### src/rtl/vote_arbiter_if.sv
`default_nettype none
// +----------------------------------------------------------------------+
// | vote_arbiter_if                                                      |
// | Request/vote bus and response handshake between requesters and the  |
// | vote arbiter.                                                        |
// | Revision: 1.0                                                        |
// +----------------------------------------------------------------------+
interface vote_arbiter_if;
    logic [3:0]  req;
    logic [15:0] vec;
    logic [3:0]  gnt;
    logic        resp_valid;
    logic [1:0]  resp_id;
    logic        resp_f;
    logic        resp_ready;
    logic        busy;

    modport master (
        output req, vec, resp_ready,
        input  gnt, resp_valid, resp_id, resp_f, busy
    );

    modport slave (
        input  req, vec, resp_ready,
        output gnt, resp_valid, resp_id, resp_f, busy
    );
endinterface
`default_nettype wire

### src/rtl/vote_arbiter.sv
`default_nettype none
// +----------------------------------------------------------------------+
// | vote_arbiter                                                         |
// | Round-robin arbiter that grants one requester and returns a          |
// | threshold vote (popcount >= THRESH) over its latched 4-bit vector.   |
// | Revision: 1.0                                                        |
// +----------------------------------------------------------------------+
module vote_arbiter #(
    parameter int THRESH = 3
) (
    input  wire logic      clk,
    input  wire logic      rst_n,
    vote_arbiter_if.slave  bus
);
    typedef enum logic [1:0] {
        IDLE = 2'd0,
        EVAL = 2'd1,
        RESP = 2'd2
    } state_t;

    localparam logic [2:0] THRESH_C = 3'(THRESH);

    state_t      state_q, state_d;
    logic [1:0]  ptr_q, ptr_d;
    logic [1:0]  id_q, id_d;
    logic [3:0]  vote_q, vote_d;
    logic [3:0]  gnt_q, gnt_d;
    logic        resp_f_q, resp_f_d;
    logic        resp_valid_q, resp_valid_d;
    logic        busy_q, busy_d;

    logic [1:0]  pick;
    logic        pick_vld;
    logic [1:0]  cand;
    logic [2:0]  ones;

    // Scan downward so the lowest offset from ptr wins.
    always_comb begin
        pick     = 2'd0;
        pick_vld = 1'b0;
        cand     = 2'd0;
        for (int k = 3; k >= 0; k--) begin
            cand = ptr_q + 2'(k);
            if (bus.req[cand]) begin
                pick     = cand;
                pick_vld = 1'b1;
            end
        end
    end

    assign ones = {2'b00, vote_q[0]} + {2'b00, vote_q[1]}
                + {2'b00, vote_q[2]} + {2'b00, vote_q[3]};

    always_comb begin
        state_d      = state_q;
        ptr_d        = ptr_q;
        id_d         = id_q;
        vote_d       = vote_q;
        gnt_d        = 4'b0000;
        resp_f_d     = resp_f_q;
        resp_valid_d = resp_valid_q;
        busy_d       = busy_q;
        case (state_q)
            IDLE: begin
                if (pick_vld) begin
                    id_d    = pick;
                    vote_d  = bus.vec[{pick, 2'b00} +: 4];
                    gnt_d   = 4'b0001 << pick;
                    busy_d  = 1'b1;
                    state_d = EVAL;
                end
            end
            EVAL: begin
                resp_f_d     = (ones >= THRESH_C);
                resp_valid_d = 1'b1;
                state_d      = RESP;
            end
            RESP: begin
                if (bus.resp_ready) begin
                    resp_valid_d = 1'b0;
                    busy_d       = 1'b0;
                    ptr_d        = id_q + 2'd1;
                    state_d      = IDLE;
                end
            end
            default: begin
                resp_valid_d = 1'b0;
                busy_d       = 1'b0;
                state_d      = IDLE;
            end
        endcase
    end

    always_ff @(posedge clk or negedge rst_n) begin
        if (!rst_n) begin
            state_q      <= IDLE;
            ptr_q        <= 2'd0;
            id_q         <= 2'd0;
            vote_q       <= 4'b0000;
            gnt_q        <= 4'b0000;
            resp_f_q     <= 1'b0;
            resp_valid_q <= 1'b0;
            busy_q       <= 1'b0;
        end else begin
            state_q      <= state_d;
            ptr_q        <= ptr_d;
            id_q         <= id_d;
            vote_q       <= vote_d;
            gnt_q        <= gnt_d;
            resp_f_q     <= resp_f_d;
            resp_valid_q <= resp_valid_d;
            busy_q       <= busy_d;
        end
    end

    assign bus.gnt        = gnt_q;
    assign bus.resp_valid = resp_valid_q;
    assign bus.resp_id    = id_q;
    assign bus.resp_f     = resp_f_q;
    assign bus.busy       = busy_q;
endmodule
`default_nettype wire

### src/flat_wrapper.sv
// flat-port wrapper written by rule: the top's interface ports become plain ports
module vote_arbiter_flat 
#(
    parameter int THRESH = 3
)
  (clk, rst_n, bus_req, bus_vec, bus_resp_ready, bus_gnt, bus_resp_valid, bus_resp_id, bus_resp_f, bus_busy);
  vote_arbiter_if bus_i ();
  input  wire logic clk;
  input  wire logic rst_n;
  input wire logic [$bits(bus_i.req)-1:0] bus_req;
  input wire logic [$bits(bus_i.vec)-1:0] bus_vec;
  input wire logic [$bits(bus_i.resp_ready)-1:0] bus_resp_ready;
  output wire logic [$bits(bus_i.gnt)-1:0] bus_gnt;
  output wire logic [$bits(bus_i.resp_valid)-1:0] bus_resp_valid;
  output wire logic [$bits(bus_i.resp_id)-1:0] bus_resp_id;
  output wire logic [$bits(bus_i.resp_f)-1:0] bus_resp_f;
  output wire logic [$bits(bus_i.busy)-1:0] bus_busy;
  assign bus_i.req = bus_req;
  assign bus_i.vec = bus_vec;
  assign bus_i.resp_ready = bus_resp_ready;
  assign bus_gnt = bus_i.gnt;
  assign bus_resp_valid = bus_i.resp_valid;
  assign bus_resp_id = bus_i.resp_id;
  assign bus_resp_f = bus_i.resp_f;
  assign bus_busy = bus_i.busy;
  vote_arbiter #(.THRESH(THRESH)) u_core (.clk(clk), .rst_n(rst_n), .bus(bus_i));
endmodule
### config.mk
export PLATFORM = sky130hd
export DESIGN_NAME = vote_arbiter_flat
export DESIGN_NICKNAME = d
export VERILOG_FILES = /design/src/rtl/vote_arbiter_if.sv /design/src/rtl/vote_arbiter.sv /design/src/flat_wrapper.sv
export SDC_FILE = /design/constraint.sdc
export NUM_CORES = 1
export LEC_CHECK = 0
export CORE_MARGIN = 2
export CORE_UTILIZATION = 48
export CTS_BUF_LIST = sky130_fd_sc_hd__clkbuf_16
export DETAILED_ROUTE_END_ITERATION = 10
export PLACE_DENSITY_LB_ADDON = 0.12
export SETUP_SLACK_MARGIN = 0.2
export SLEW_MARGIN = 20
export SYNTH_ARGS = -nofsm -noshare
export SYNTH_HDL_FRONTEND = slang
export SYNTH_SLANG_ARGS = --single-unit
### constraint.sdc
create_clock -name clk -period 3 [get_ports clk]
set_input_delay 0.3 -clock clk [delete_from_list [all_inputs] [get_ports clk]]
set_output_delay 0.3 -clock clk [all_outputs]
set_load 0.01 [all_outputs]
==> flow_summary.ini <==
[global_routing]
grt_max_degree = 18
antenna_found_initial = 0
track_usage_pct = 18.9
grt_overflow = 0
grt_pass1_vias = 846
grt_pass1_wl_um = 3440

[clocking]
worstSkewPairLatency_ns = 0.25
cts_buffer_depth = 2
post_cts_buffers = 0
cts_hold_buf = 0
clk_pin_slew_worst_paths_ns = 0.05
cts.repair.resized = 0
cts.sinks = 17
cts_tree = yes
cts_buffers = 3
root_buffer = clkbuf_16
htreeDepth = 1

[synthesis]
synth_cell_types = 31
synth_fa_ha_area_share_pct = 6.01
ys_seq_area_share_pct = 44.4
synth_compound_area_share_pct = 21.8
synth-xor-area-share_pct = 0.915
syn_area_per_cell_um2 = 10.2
yosysWarnings = 0
synthesis.nets = 121
synthSimpleGateAreaFrac_pct = 18.8
yosysTopAreaCellShare_pct = 44.4
synth_mux_area_share_pct = 5.23
syn-instance-count = 94
ys_top_cells_by_area = dfrtp_1, mux2i_1, nand2_1
synth_top_family_by_area = compound AO/OA/AOI/OAI gates
synth_top_cell_by_area = dfrtp_1
netlist_area_um2 = 957
ys_ff_latch = 17

[critical_path]
rr_worst_depth = 7
path_class = input pin to flop
worstReg2RegEnd = u_core.bus.resp_f
critPathSlowestCell = or4_4
crit_chain = clkdlybuf4s50_1 > or4_4 > nand2_4 > a21oi_4 > a21bo_1 > o221ai_1
r2r_slack_ns = 1.29
cpLargestDelayFamily = simple AND/OR/NAND/NOR gates
end_kind = flop
max_stage_delay_ns = 0.57
worstPathRequired_ns = 3.11
cp_num_buf_inv = 1
critPathArrivalTime_ns = 1.84
path_max_fanout = 6
r2r-start = u_core.vote_q[1]
crit_path_start_kind = input pin

[route]
route.detailed.drc = 0
dr.first_iter.drc_count = 10
vias = 810
viasPerCell = 5.19
drtPass1Iterations = 3
post_drt_wl_per_cell_um = 12.7
drtAntennaViolNets = 0
wl_um = 1980

[floorplanning]
num_rows = 16
die_w_um = 48.7
die_height_um = 48.7
initial_utilization_pct = 49.8
ios = 32
dieArea_um2 = 2370
core_area_um2 = 1920

[timing]
rsz0062_at_grt = no
drv_slew = 0
fmax_ghz = 0.578
fin_tns_setup_ns = 0
setup_viol = 0
report.final.hold_viol_count = 0
fin_crit_ns = 1.73
slew_headroom_pct = 50.0
worst_slack_ns = 1.27
timing.final.crit_share_pct = 57.6
fin_skew_ns = 0.00526
whs_ns = 0.478
tightest_slew_ns = 0.748

[finish]
fillers = 164
finalNetCount = 157
layout.cells.non_filler = 156
layout-drive-gt1-share_pct = 10.9
final_core_util_pct = 71.9
antennaDiodeCount = 0
area_growth_pct = 44.3

[pwr]
clockPowerShare_pct = 21.0
leakagePower_nw = 0.613
power_switching_uw = 449
worst_ir_drop_vdd_uv = 544
p_int_uw = 796
swShare_pct = 36.1
power_density_nw_per_um2 = 901
power_frac_comb_pct = 46.4
seqPwrFrac_pct = 32.5

[worst_hold_path]
hold_class = flop to flop
holdPathEnd = u_core.bus.resp_valid
hold_start = u_core.bus.resp_valid
whs_path_depth = 1

[placed_design]
port_buffers = 31
place_inst = 152
post-place-ws_ns = 1.01
hpwlAfterDp_um = 1640
place_congestion = 0.733

[outcome]
status = finished, final reports clean

[flow_run]
maxCapViolCount = 0
[cell usage after synthesis]
cell      count
a21bo_1       4
a21boi_1      1
a21oi_1       2
a21oi_4       1
and2_1        1
dfrtp_1      17
fa_1          1
ha_1          3
inv_1         6
inv_2         1
mux2i_1       5
nand2_1      13
nand2_4       1
nand2b_1      2
nand3_1       4
nand3_2       1
nand3b_1      1
nor2_1        6
nor2_4        1
nor2b_1       2
o211ai_1      2
o21a_1        2
o21ai_0       8
o21bai_2      1
o221ai_1      2
o221ai_2      1
o22a_1        1
o22ai_2       1
or2_2         1
or4_4         1
xnor2_1       1
[worst max path at each step]
stage / endpoint / slack (ns) / startpoint / cells past startpoint
5_1_grt: u_core.vote_q[3] / 1.12 / bus_req[1] / 6
2_1_floorplan: u_core.bus.resp_f / 1.41 / u_core.vote_q[0] / 7
4_1_cts: u_core.vote_q[3] / 1.26 / bus_req[2] / 6
3_5_place_dp: u_core.vote_q[3] / 1.01 / bus_req[2] / 6
6_report: u_core.vote_q[3] / 1.27 / bus_req[2] / 6
3_3_place_gp: u_core.vote_q[3] / 1.05 / bus_req[2] / 6
[layout make-up]
type                    instances  area [µm²]  share of cell area [%]
multi-input cells              70         505                    36.6
flip-flops and latches         17         425                    30.8
repair buffers                 31         310                    22.5
clock buffers                   3        75.1                    5.43
well taps                      27        33.8                    2.45
inverters                       7        26.3                    1.90
clock inverters                 1        5.00                   0.362
[flip-flops by register name, summed over array words and instances, names as in the netlist]
register and flops:
u_core.bus.gnt 4, u_core.vote_q 4, u_core.bus.resp_id 2, u_core.ptr_q 2, u_core.state_q 2, u_core.bus.busy 1, u_core.bus.resp_f 1, u_core.bus.resp_valid 1
[worst register-to-register path, cell delays in order (launching register included)]
cell,delay [ns]
dfrtp_1,0.39
ha_1,0.28
inv_1,0.05
fa_1,0.36
inv_1,0.09
ha_1,0.23
a21oi_1,0.13
o21ai_0,0.08
[power by group through the flow]
stage	Sequential (mW)	Clock, mW	Combinational, mW
CTS	0.406	0.267	0.591
detailed placement	0.409	0	0.589
finish	0.405	0.262	0.578
floorplan	0.415	0	0.360
global placement	0.406	0	0.562
global route	0.420	0.275	0.650
[cells in the final DEF, fill, tap and decap left out, types with 2 or more instances in the layout]
master,synthesis,final
nand3_1,4,4
dfrtp_1,17,17
a21oi_1,2,2
clkbuf_16,0,3
nand2_1,13,13
ha_1,3,3
inv_1,6,6
nor2b_1,2,2
o21a_1,2,2
clkdlybuf4s50_1,0,31
o221ai_1,2,2
nand2b_1,2,2
a21bo_1,4,4
nor2_1,6,6
o211ai_1,2,2
mux2i_1,5,5
o21ai_0,8,8
[metal layers]
metal	wire length, µm	GRT usage (%)	vias to the layer above
met4	39	11.4	0
met3	110	3.70	4
li1	-	-	402
met5	0	0	-
met2	979	33.1	26
met1	852	21.0	378
[stage by stage]
step / power, mW / instance area, µm²
after detailed placement: 0.997 / 1300
after floorplan: 0.775 / 957
final: 1.24 / 1380
after global routing: 1.34 / 1380
after global placement: 0.968 / 1300
after CTS: 1.26 / 1380
[cells by family (layout without fill, tap and decap cells)]
family	Yosys count	in the layout
mux	5	5
compound gates	26	26
buf+inv	7	42
flops	17	17
simple gates	34	34
xor+xnor	1	1
fa+ha+maj	4	4
No activity file was read; power rests on OpenSTA's default activity.
